File: src/rtl/ahb_slave_controller.sv
// AHB-Lite slave transfer sequencer: qualifies address phases, holds the data-phase
// controls, inserts backend wait states and issues the two-cycle ERROR response.
module ahb_slave_controller #(
  parameter int ADDR_W     = 32,
  parameter int MAX_SIZE   = 4,
  parameter int WAIT_LIMIT = 16
) (
  input  logic              clk,
  input  logic              n_rst,
  input  logic              HSEL,
  input  logic [1:0]        HTRANS,
  input  logic              HWRITE,
  input  logic [2:0]        HSIZE,
  input  logic [ADDR_W-1:0] HADDR,
  input  logic              HREADY,
  input  logic              backend_ready,
  output logic              HREADYOUT,
  output logic              HRESP,
  output logic              size_enable,
  output logic [2:0]        size_sel,
  output logic [ADDR_W-1:0] addr_q,
  output logic              wr_strobe,
  output logic              rd_strobe
);

  typedef enum logic [1:0] {IDLE, DATA, ERR1, ERR2} state_t;

  localparam int CNT_W = $clog2(WAIT_LIMIT + 1);
  localparam logic [2:0] MAX_SZ = 3'(MAX_SIZE);
  localparam logic [CNT_W-1:0] CNT_LAST = CNT_W'(WAIT_LIMIT - 1);

  state_t            state;
  logic [CNT_W-1:0]  wait_cnt;
  logic              write_q;
  logic              accept;
  logic              can_accept;
  logic              take;
  logic              bad;
  logic [ADDR_W-1:0] size_mask;
  logic              unused_htrans0;

  // Only the NONSEQ/SEQ distinction from IDLE/BUSY matters here.
  assign unused_htrans0 = HTRANS[0];

  assign accept     = HSEL & HREADY & HTRANS[1];
  assign can_accept = (state == IDLE) || (state == ERR2) || ((state == DATA) && backend_ready);
  assign take       = accept & can_accept;

  always_comb begin
    size_mask = ({{(ADDR_W-1){1'b0}}, 1'b1} << HSIZE) - {{(ADDR_W-1){1'b0}}, 1'b1};
    bad       = (HSIZE > MAX_SZ) || ((HADDR & size_mask) != '0);
  end

  always_ff @(posedge clk or negedge n_rst) begin
    if (!n_rst) begin
      state    <= IDLE;
      wait_cnt <= '0;
      addr_q   <= '0;
      size_sel <= '0;
      write_q  <= 1'b0;
    end else begin
      if (take) begin
        addr_q   <= HADDR;
        size_sel <= HSIZE;
        write_q  <= HWRITE;
      end
      case (state)
        IDLE, ERR2: begin
          wait_cnt <= '0;
          if (take) state <= bad ? ERR1 : DATA;
          else      state <= IDLE;
        end
        DATA: begin
          if (backend_ready) begin
            wait_cnt <= '0;
            if (take) state <= bad ? ERR1 : DATA;
            else      state <= IDLE;
          end else if (wait_cnt == CNT_LAST) begin
            // Backend never answered: abandon the access and report ERROR.
            wait_cnt <= '0;
            state    <= ERR1;
          end else begin
            wait_cnt <= wait_cnt + CNT_W'(1);
          end
        end
        ERR1: begin
          wait_cnt <= '0;
          state    <= ERR2;
        end
        default: begin
          wait_cnt <= '0;
          state    <= IDLE;
        end
      endcase
    end
  end

  always_comb begin
    HREADYOUT   = (state == DATA) ? backend_ready : (state != ERR1);
    HRESP       = (state == ERR1) || (state == ERR2);
    size_enable = (state == DATA);
    wr_strobe   = (state == DATA) && write_q;
    rd_strobe   = (state == DATA) && !write_q;
  end

endmodule

File: config.mk
export PLATFORM = sky130hd
export DESIGN_NAME = ahb_slave_controller
export DESIGN_NICKNAME = d
export VERILOG_FILES = /design/src/rtl/ahb_slave_controller.sv
export SDC_FILE = /design/constraint.sdc
export NUM_CORES = 1
export LEC_CHECK = 0
export ABC_AREA = 0
export CORE_ASPECT_RATIO = 1.5
export CORE_MARGIN = 5
export CORE_UTILIZATION = 40
export CTS_CLUSTER_DIAMETER = 150
export DETAILED_ROUTE_END_ITERATION = 10
export GPL_TIMING_DRIVEN = 0
export HOLD_SLACK_MARGIN = 0.02
export PLACE_DENSITY_LB_ADDON = 0.05
export SETUP_SLACK_MARGIN = 0.5
export SLEW_MARGIN = 0
export SYNTH_ARGS = -nofsm -noshare
export SYNTH_HDL_FRONTEND = slang
export SYNTH_SLANG_ARGS = --single-unit
File: constraint.sdc
create_clock -name clk -period 2.3 [get_ports clk]
set_input_delay 0.345 -clock clk [delete_from_list [all_inputs] [get_ports clk]]
set_output_delay 0.345 -clock clk [all_outputs]
set_load 0.01 [all_outputs]
==> impl_results.md, run 1 <==
- Status: finished clean
- Clock Tree Root: clkbuf_8
- Distinct cell type count after synthesis: 32
- Dominant cells by area after synthesis: dfrtp_1 56%, mux2_2 21%, ha_1 3.9%
- Mapped cell area: 0.00193 sq mm
- Initial DRC count: 35
- CP cell instances: clkdlybuf4s50_1 > or3_1 > a222oi_1 > and3_1 > nand4_1 > a31o_1
- # rows: 31
- Initial cell density of the core: 0.405
- Max-cap violations: 0
- Worst-Margin Slew: 0.456 ns
- Tot Pwr: 0.00219 W
- CP Class: input port to register
- Die area: 0.00634 sq mm
- Top-count cell post-synth: dfrtp_1
- VDD IR-drop max: 0.000432 V
- Post-Syn Nets: 198
- Core Footprint: 0.00477 sq mm
- Final WL: 5160 microns
- Antenna Cells: 0
- Critical Path AT: 2.07 ns
- Post-DP HPWL: 3840 microns
- Gr usage total: 0.172
- Post-synthesis register bit count: 43
- Min cycle time layout: 1.88 ns
- Syn_area_per_cell: 13.0 sq um
- Pwr dens: 703 mW/mm^2
- Endpoint type of the worst setup path: register
- Clock network power share: 0.211
- CTS tree: yes
- Seq/Total Area, Yosys: 0.557
- Rel. slew slack: 0.696
- Congestion Overflow GR: 0
- Final Hold Vio Count: 0
- Setup_tns: 0 ns
- Non-Filler Instances: 313
- # placed instances: 295
- Final GP Congestion: 0.735
- Sw power: 0.000592 W
- Layout Skew: 0.00341 ns
- I/O pin cnt: 83
- Number of synthesized flops with an enable pin: 0
- Final setup fails: 0
- Flop pwr share: 0.452
- PortBufs: 79
- Combinational fraction of design power: 0.337
- Top cell type by total area after synthesis: dfrtp_1
- RSZ-0062 raised after global routing: yes
- Vias/cell: 4.95
- Worst min path class: input port to register
- Slowest cell delay on critical path: 0.43 ns
- Initial antenna violation count: 0
- Switching part of the total: 0.270
- CTS H-Tree Depth: 2
- Share of post-route cells with drive strength above 1: 0.296
- Clk slew on worst S/H paths: 0.08 ns
- Worst-path maximum fanout: 2
- Synth async-reset ratio: 1.00
- Clock sink total: 43
- Top_reg_cell synth: dfrtp_1
- Num CTS Buffers: 5
- Vias in the first global route: 1720
- WP data required: 2.48 ns
- Die Y: 95.1 microns
- Maximum buffer depth of the clock tree: 2
- Max Slew Vio Count: 0
- WHS: 0.310 ns
- Routed len/inst: 16.5 microns
- Mapped Cells: 149
- Final period util: 0.820
- Post-DRT Antenna Nets: 0
- Fmax: 531 MHz
- Die span in x: 66.7 microns
- YS warnings: 0
- Internal: 0.00160 W
- Synth top cells by count: 43 x dfrtp_1, 36 x mux2_2, 8 x inv_1
- Area share of the largest cell type after synthesis: 0.557
- Leakage: 1.34 nW
- P&R area growth vs syn: 61.4%
- 1st-pass router iterations: 4
- First-pass GRT wire length: 8160 microns
- Largest net degree at the start of global routing: 26
- Slowest stage cell, crit path: clkdlybuf4s50_1
- CP Launch Type: input port
- DR vias: 1548
- Remaining DRCs: 0
- Layout net count: 295
- Clk_lat worst skew: 0.29 ns
-- critical path, delay by kind of cell --
family | cells | cell delay [ns]
buf+inv | 1 | 0.43
simple gates | 3 | 0.74
compound gates | 2 | 0.54
-- repair_timing --
| item | in CTS | in global routing |
|---|---|---|
| cloned | 1 | 1 |
| buffers inserted | 5 | 2 |
| endpoints found under the hold margin | 18 | 0 |
| setup endpoints to repair | 35 | 41 |
| pin swaps | 4 | 6 |
| hold buffers | 1 | 0 |
| gates resized for setup | 21 | 13 |
-- layer usage --
layer / track usage / up-vias / part of all wire
li1: - / 718 / -
met1: 0.175 / 759 / 0.35
met2: 0.315 / 60 / 0.55
met3: 0.0531 / 11 / 0.070
met4: 0.0746 / 0 / 0.025
met5: 0 / - / 0
-- logic make-up (layout without fill, tap and decap cells) --
group	Yosys count	in the layout	synth area share
flip-flops	43	43	0.557
multiplexers	38	38	0.220
AND/OR/NAND/NOR	33	33	0.0927
buffers and inverters	14	112	0.0343
AO/OA/AOI/OAI	12	12	0.0428
adder cells (fa/ha/maj)	6	6	0.0389
XOR/XNOR	3	3	0.0136
-- final cells by class --
type	instances	area, sq um
Buffer	6	83.8
Clock buffer	6	72.6
Clock inverter	2	12.5
Fill cell	397	1660
Inverter	8	30.0
Multi-Input combinational cell	92	838
Sequential cell	43	1080
Tap cell	66	82.6
Timing Repair Buffer	90	920
-- registers in the layout, indices dropped and copies added, names as in the netlist --
register  cells
addr_q       32
wait_cnt      5
size_sel      3
state         2
write_q       1
-- placed cells by master (no fill, tap or decap), drive strengths merged, types with 2 or more instances in the layout --
master	Yosys	final
o211ai	3	3
buf	6	18
nor4	3	3
ha	6	6
inv	8	8
nand2	6	6
mux2	36	36
clkdlybuf4s50	0	72
and3	3	3
or3	2	2
dfrtp	43	43
xor2	3	3
mux2i	2	2
nand3	4	4
and2	2	2
o21ai	3	3
clkdlybuf4s15	0	3
clkbuf	0	7
nor2b	2	2
nor2	6	6
-- worst paths after layout --
| path | from | endpoint | slack [ns] | cells past startpoint |
|---|---|---|---|---|
| worst max-delay path | HADDR[15] | state[1] | 0.42 | 6 |
| worst min-delay path | HSIZE[2] | size_sel[2] | 0.31 | 2 |
| worst max register to register | state[0] | addr_q[5] | 0.49 | 8 |
| worst min register to register | wait_cnt[0] | wait_cnt[0] | 0.46 | 1 |
| max in group asynchronous | n_rst | addr_q[12] | 1.29 | 3 |
| min in group asynchronous | n_rst | addr_q[4] | 0.53 | 2 |
-- per-stage QoR --
stage | util | setup slack (ns) | cell area, sq um
2_1_floorplan | - | 0.321 | 1970
3_3_place_gp | 0.596 | -0.234 | 2840
3_5_place_dp | 0.599 | -0.317 | 2860
4_1_cts | 0.635 | 0.393 | 3030
5_1_grt | 0.653 | 0.384 | 3120
6_report | 0.653 | 0.415 | 3120
-- power by group through the flow --
stage | Combinational, W | Sequential (W) | Clock (W)
final | 0.000738 | 0.000990 | 0.000462
after global routing | 0.000786 | 0.00101 | 0.000525
after CTS | 0.000734 | 0.000990 | 0.000488
after detailed placement | 0.000717 | 0.00100 | 0
after global placement | 0.000700 | 0.000993 | 0
after floorplan | 0.000197 | 0.00107 | 0
Note: power is estimated with default switching activity, not from simulation.
==> run 2, diff against run 1 <==
CORE_UTILIZATION = 38   (was 40)
clock period = 1.6 ns   (was 2.3 ns; I/O delays follow)
==> run 2 against run 1 <==
Effect of this change: the flow now finishes with violations (negative setup slack); power up 58%; global-route usage about the same; first-iteration DRC count up 74%; clock power up 87%; sequential share of layout area down 2.8 points; clock skew up 0.0068 ns; largest cell class unchanged.
==> impl_results.md, run 2 (synthesized netlist as in run 1, its figures left out) <==
- Critical Path AT: 1.96 ns (was 2.07 ns)
- Pwr dens: 1020 mW/mm^2 (was 703 mW/mm^2)
- Max reg flops: 32 (unchanged)
- Antenna Cells: 0 (unchanged)
- Congestion Overflow GR: 0 (unchanged)
- Die span in x: 68.2 microns (was 66.7 microns)
- Vias/cell: 4.82 (was 4.95)
- Leakage: 1.59 nW (was 1.34 nW)
- Worst min path class: input port to register (unchanged)
- Initial DRC count: 61 (was 35)
- Clock Tree Root: clkbuf_8 (unchanged)
- Die Y: 97.3 microns (was 95.1 microns)
- Switching part of the total: 0.264 (was 0.270)
- Die area: 0.00664 sq mm (was 0.00634 sq mm)
- Final worst slack: -0.191 ns (was 0.415 ns)
- Fmax: 558 MHz
- Rel. slew slack: 0.824 (was 0.696)
- Internal: 0.00255 W (was 0.00160 W)
- Post-DRT Antenna Nets: 0 (unchanged)
- Gr usage total: 0.171 (was 0.172)
- Final WL: 5560 microns (was 5160 microns)
- PortBufs: 79 (unchanged)
- CTS H-Tree Depth: 2 (unchanged)
- Failing checks: negative setup slack
- P&R area growth vs syn: 75.8% (was 61.4%)
- Max-cap violations: 0 (unchanged)
- WP data required: 1.77 ns (was 2.48 ns)
- WHS: 0.217 ns (was 0.310 ns)
- Share of post-route cells with drive strength above 1: 0.540 (was 0.296)
- Min cycle time layout: 1.79 ns
- 1st-pass router iterations: 4 (unchanged)
- Initial cell density of the core: 0.395 (was 0.405)
- Vias in the first global route: 1842 (was 1720)
- Final period util: 1.12
- Combinational fraction of design power: 0.335 (was 0.337)
- CTS tree: yes (unchanged)
- Largest regs: addr_q x32, wait_cnt x5, size_sel x3 (unchanged)
- Status: finished with violations (was finished clean)
- Final GP Congestion: 0.769 (was 0.735)
- Most flop-heavy register: addr_q (unchanged)
- Final Hold Vio Count: 0 (unchanged)
- VDD IR-drop max: 0.000591 V (was 0.000432 V)
- Routed len/inst: 16.8 microns (was 16.5 microns)
- Clk_lat worst skew: 0.29 ns (about the same)
- # rows: 31 (unchanged)
- Initial antenna violation count: 0 (unchanged)
- Commonest non-fill, non-tap cells in the layout: 41 x dfrtp_1, 37 x clkdlybuf4s50_1, 36 x mux2_4, 32 x buf_2, 20 x buf_4 (was 72 x clkdlybuf4s50_1, 43 x dfrtp_1, 36 x mux2_2, 8 x buf_4)
- RSZ-0062 raised after global routing: yes (unchanged)
- CP Launch Type: register (was input port)
- Place WS: -0.870 ns (was -0.317 ns)
- Core Footprint: 0.00489 sq mm (was 0.00477 sq mm)
- Clk slew on worst S/H paths: 0.08 ns (about the same)
- Num CTS Buffers: 5 (unchanged)
- First-pass GRT wire length: 8740 microns (was 8160 microns)
- Layout Skew: 0.0103 ns (was 0.00341 ns)
- DR vias: 1597 (was 1548)
- Post-DP HPWL: 3710 microns (was 3840 microns)
- Endpoint type of the worst setup path: register (unchanged)
- I/O pin cnt: 83 (unchanged)
- Clock sink total: 43 (unchanged)
- Sw power: 0.000915 W (was 0.000592 W)
- Remaining DRCs: 0 (unchanged)
- Most common cell after layout, fill and taps aside: dfrtp_1 (was clkdlybuf4s50_1)
- Largest net degree at the start of global routing: 43 (was 26)
- # placed instances: 295 (unchanged)
- Final setup fails: 41 (was 0)
- Maximum buffer depth of the clock tree: 2 (unchanged)
- Flop pwr share: 0.415 (was 0.452)
- Max Slew Vio Count: 0 (unchanged)
- Clock network power share: 0.250 (was 0.211)
- CP Class: register to register (was input port to register)
- Layout net count: 313 (was 295)
- Non-Filler Instances: 331 (was 313)
- Worst-path maximum fanout: 10 (was 2)
- Worst-Margin Slew: 0.263 ns (was 0.456 ns)
[run 2: changes by cell type in the layout (fill, tap and decap cells not counted), moves of 3 or more]
cell	change
buf_8	-3
clkdlybuf4s15_1	-3
mux2_2	-36
buf_2	+30
buf_6	+14
buf_4	+12
clkdlybuf4s50_1	-35
buf_12	+5
mux2_4	+36
[run 2: layout make-up]
cell class | instances | area (sq um)
repair buffers | 108 | 931
flip-flops and latches | 43 | 1080
fillers | 383 | 1490
plain buffers | 6 | 111
clock buffers | 6 | 82.6
inverters | 8 | 32.5
well taps | 66 | 82.6
multi-input cells | 92 | 1040
clock inverters | 2 | 35.0
[run 2: final timing paths]
path	from	end	slack (ns)	cells past startpoint
worst max-delay path	state[0]	addr_q[19]	-0.19	8
worst min-delay path	HSIZE[1]	size_sel[1]	0.22	2
worst max register to register	state[0]	addr_q[19]	-0.19	8
worst min register to register	wait_cnt[0]	wait_cnt[0]	0.48	1
max in group asynchronous	n_rst	state[1]	0.91	3
min in group asynchronous	n_rst	addr_q[5]	0.27	2
[run 2: power groups by stage]
| stage | clock, W | combinational [W] | sequential [W] |
|---|---|---|---|
| 5_1_grt | 0.000940 | 0.00124 | 0.00147 |
| 6_report | 0.000866 | 0.00116 | 0.00144 |
| 4_1_cts | 0.000888 | 0.00111 | 0.00143 |
| 2_1_floorplan | 0 | 0.000423 | 0.00154 |
| 3_3_place_gp | 0 | 0.00115 | 0.00145 |
| 3_5_place_dp | 0 | 0.00117 | 0.00145 |
[run 2: timing repair]
action,CTS,global route
endpoints found under the hold margin,43,0
cloned,1,0
gates resized for setup,191,18
setup buffers,19,7
setup endpoints to repair,83,55
pin swaps,7,5
hold buffers,1,0
[run 2: per-layer routing]
layer,vias up,GRT usage,wire (microns)
li1,753,-,-
met1,779,0.208,2160
met2,59,0.285,3000
met3,6,0.0428,318
met4,0,0.0597,82
met5,-,0,0
[run 2: per-stage QoR]
stage	total power [W]	TNS, ns	util	area (sq um)
after floorplan	0.00197	-5.03	-	2160
after global routing	0.00365	-8.31	0.695	3390
after global placement	0.00260	-41.21	0.621	3040
after CTS	0.00343	-6.06	0.668	3260
after detailed placement	0.00262	-10.96	0.624	3050
final	0.00347	-6.30	0.695	3390
[run 2: critical path, cell delays in order, from the launching register on]
cell	delay, ns
dfrtp_2	0.40
inv_2	0.07
ha_4	0.28
inv_4	0.04
nand2_4	0.07
and4_4	0.23
buf_12	0.14
buf_12	0.14
mux2_4	0.30
==> run 3, diff against run 2 <==
PLACE_DENSITY_LB_ADDON = 0.2   (was 0.05)
==> run 3 against run 2 <==
Effect of this change: sequential power is essentially flat; combinational power hardly changed; worst setup slack improved by 0.0027 ns; clock skew fell by 0.0041 ns; utilization is 0.72 points higher; critical endpoint is now state[1]; sequential cell count unchanged; clock-buffer cell count did not move; highest routed layer unchanged; the run still ends with negative setup slack left; critical path depth stayed put; hold slack got worse by 0.0073 ns; final cell count grew 1.2%; die area is the same.
==> impl_results.md, run 3 (synthesized netlist as in run 1, its figures left out) <==
- Status: finished with violations (unchanged)
- Failing checks: negative setup slack (unchanged)
- # placed instances: 295 (unchanged)
- Max-cap violations: 0 (unchanged)
- Final GP Congestion: 0.765 (was 0.769)
- P&R area growth vs syn: 77.6% (was 75.8%)
- Die area: 0.00664 sq mm (unchanged)
- Final period util: 1.12 (about the same)
- Cells on worst reg2reg path: 7 (was 8)
- Endpoint type of the worst setup path: register (unchanged)
- Routed len/inst: 16.9 microns (was 16.8 microns)
- Die span in x: 68.2 microns (unchanged)
- Remaining DRCs: 0 (unchanged)
- Hold path depth: 2 (unchanged)
- Max Slew Vio Count: 0 (unchanged)
- FF-to-FF End: addr_q[7] (was addr_q[19])
- Clock Tree Root: clkbuf_8 (unchanged)
- Post-DRT Antenna Nets: 0 (unchanged)
- Antenna Cells: 0 (unchanged)
- Largest regs: addr_q x32, wait_cnt x5, size_sel x3 (unchanged)
- # rows: 31 (unchanged)
- VDD IR-drop max: 0.000716 V (was 0.000591 V)
- Worst min path class: input port to register (unchanged)
- CP Launch Type: input port (was register)
- Leakage: 1.61 nW (was 1.59 nW)
- Tot Pwr: 0.00348 W (was 0.00347 W)
- Fmax: 559 MHz (was 558 MHz)
- 1st-pass router iterations: 4 (unchanged)
- Pwr dens: 1010 mW/mm^2 (was 1020 mW/mm^2)
- I/O pin cnt: 83 (unchanged)
- Layout Skew: 0.00614 ns (was 0.0103 ns)
- Min cycle time layout: 1.79 ns (about the same)
- Clk slew on worst S/H paths: 0.08 ns (about the same)
- Final setup fails: 40 (was 41)
- Sequential cell area: 0.00108 sq mm (unchanged)
- DR vias: 1645 (was 1597)
- Final Hold Vio Count: 0 (unchanged)
- Fillers: 366 (was 383)
- Worst-Margin Slew: 0.277 ns (was 0.263 ns)
- Initial antenna violation count: 0 (unchanged)
- Core Footprint: 0.00489 sq mm (unchanged)
- Hold path start: HSIZE[1] (unchanged)
- Dpl cell area: 0.00305 sq mm (unchanged)
- Vias/cell: 4.91 (was 4.82)
- CP Class: input port to register (was register to register)
- Num CTS Buffers: 5 (unchanged)
- Largest net degree at the start of global routing: 38 (was 43)
- Commonest non-fill, non-tap cells in the layout: 41 x dfrtp_1, 37 x clkdlybuf4s50_1, 36 x mux2_4, 35 x buf_2, 20 x buf_4 (was 41 x dfrtp_1, 37 x clkdlybuf4s50_1, 36 x mux2_4, 32 x buf_2, 20 x buf_4)
- PortBufs: 79 (unchanged)
- Congestion Overflow GR: 0 (unchanged)
- Gr usage total: 0.170 (was 0.171)
- Final worst slack: -0.188 ns (was -0.191 ns)
- Multi-input logic area: 0.00103 sq mm (was 0.00104 sq mm)
- Non-Filler Instances: 335 (was 331)
- Hold endpoint: size_sel[1] (unchanged)
- WP data required: 1.78 ns (was 1.77 ns)
- Max reg flops: 32 (unchanged)
- RSZ-0062 raised after global routing: yes (unchanged)
- Final WL: 5670 microns (was 5560 microns)
- Maximum buffer depth of the clock tree: 2 (unchanged)
- Place WS: -0.895 ns (was -0.870 ns)
- Post-route cell area: 0.00343 sq mm (was 0.00339 sq mm)
- Vias in the first global route: 1710 (was 1842)
- CTS tree: yes (unchanged)
- Clk_lat worst skew: 0.29 ns (about the same)
- Critical Path AT: 1.97 ns (was 1.96 ns)
- R2r setup slk: -0.18 ns (was -0.19 ns)
- Most flop-heavy register: addr_q (unchanged)
- CTS H-Tree Depth: 2 (unchanged)
- Critical R2R Launch: state[1] (was state[0])
- Share of post-route cells with drive strength above 1: 0.558 (was 0.540)
- Clock sink total: 43 (unchanged)
- Layout net count: 317 (was 313)
- Post-DP HPWL: 3780 microns (was 3710 microns)
- Most common cell after layout, fill and taps aside: dfrtp_1 (unchanged)
- Worst-path maximum fanout: 5 (was 10)
- WHS: 0.210 ns (was 0.217 ns)
- Rel. slew slack: 0.814 (was 0.824)
- Initial cell density of the core: 0.395 (unchanged)
- First-pass GRT wire length: 8480 microns (was 8740 microns)
- Die Y: 97.3 microns (unchanged)
- Initial DRC count: 72 (was 61)
[run 3: layer usage]
| layer | routed length (microns) | up-vias | GRT usage |
|---|---|---|---|
| li1 | - | 765 | - |
| met1 | 2160 | 801 | 0.200 |
| met2 | 2960 | 68 | 0.282 |
| met3 | 410 | 11 | 0.0486 |
| met4 | 144 | 0 | 0.0658 |
| met5 | 0 | - | 0 |
[run 3: worst max path at each step]
stage,startpoint,end,slack (ns),cells after the start
floorplan,HSIZE[1],state[1],-0.27,8
global placement,HSIZE[2],state[1],-0.89,8
detailed placement,HSIZE[2],state[1],-0.90,8
CTS,state[1],addr_q[16],-0.17,7
global route,HSIZE[2],state[0],-0.25,9
finish,HSIZE[2],state[1],-0.19,8
[run 3: layout make-up]
| class | count | share of cell area |
|---|---|---|
| inverter | 8 | 0.00876 |
| clock inverter | 2 | 0.0102 |
| clock buffer | 6 | 0.0241 |
| tap | 66 | 0.0241 |
| timing repair buffer | 112 | 0.288 |
| multi-input combinational | 92 | 0.300 |
| buffer | 6 | 0.0299 |
| sequential | 43 | 0.314 |
[run 3: through the flow]
| step | util | TNS [ns] |
|---|---|---|
| detailed placement | 0.624 | -9.37 |
| CTS | 0.655 | -5.69 |
| global placement | 0.621 | -44.82 |
| finish | 0.702 | -6.27 |
| global route | 0.702 | -8.49 |
| floorplan | - | -5.03 |
[run 3: critical path: stages]
cell	delay [ns]
buf_8	0.10
or3_4	0.39
ha_4	0.27
inv_2	0.03
a222oi_1	0.30
and3_1	0.22
nand4_1	0.16
a31o_1	0.25
[run 3: what timing repair did]
action                                  4_1_cts  5_1_grt
pin swaps                                     3        9
setup buffers                                14       14
hold endpoints to repair                      6        0
gates resized for setup                     182       26
endpoints found under the setup margin       83       59
gates cloned                                  1        2
hold buffers                                  1        0
[run 3: report_power, final]
| part | internal, W | total (W) | switching (W) |
|---|---|---|---|
| clock network | 0.000505 | 0.000881 | 0.000376 |
| registers | 0.00131 | 0.00144 | 0.000132 |
| logic | 0.000735 | 0.00116 | 0.000422 |
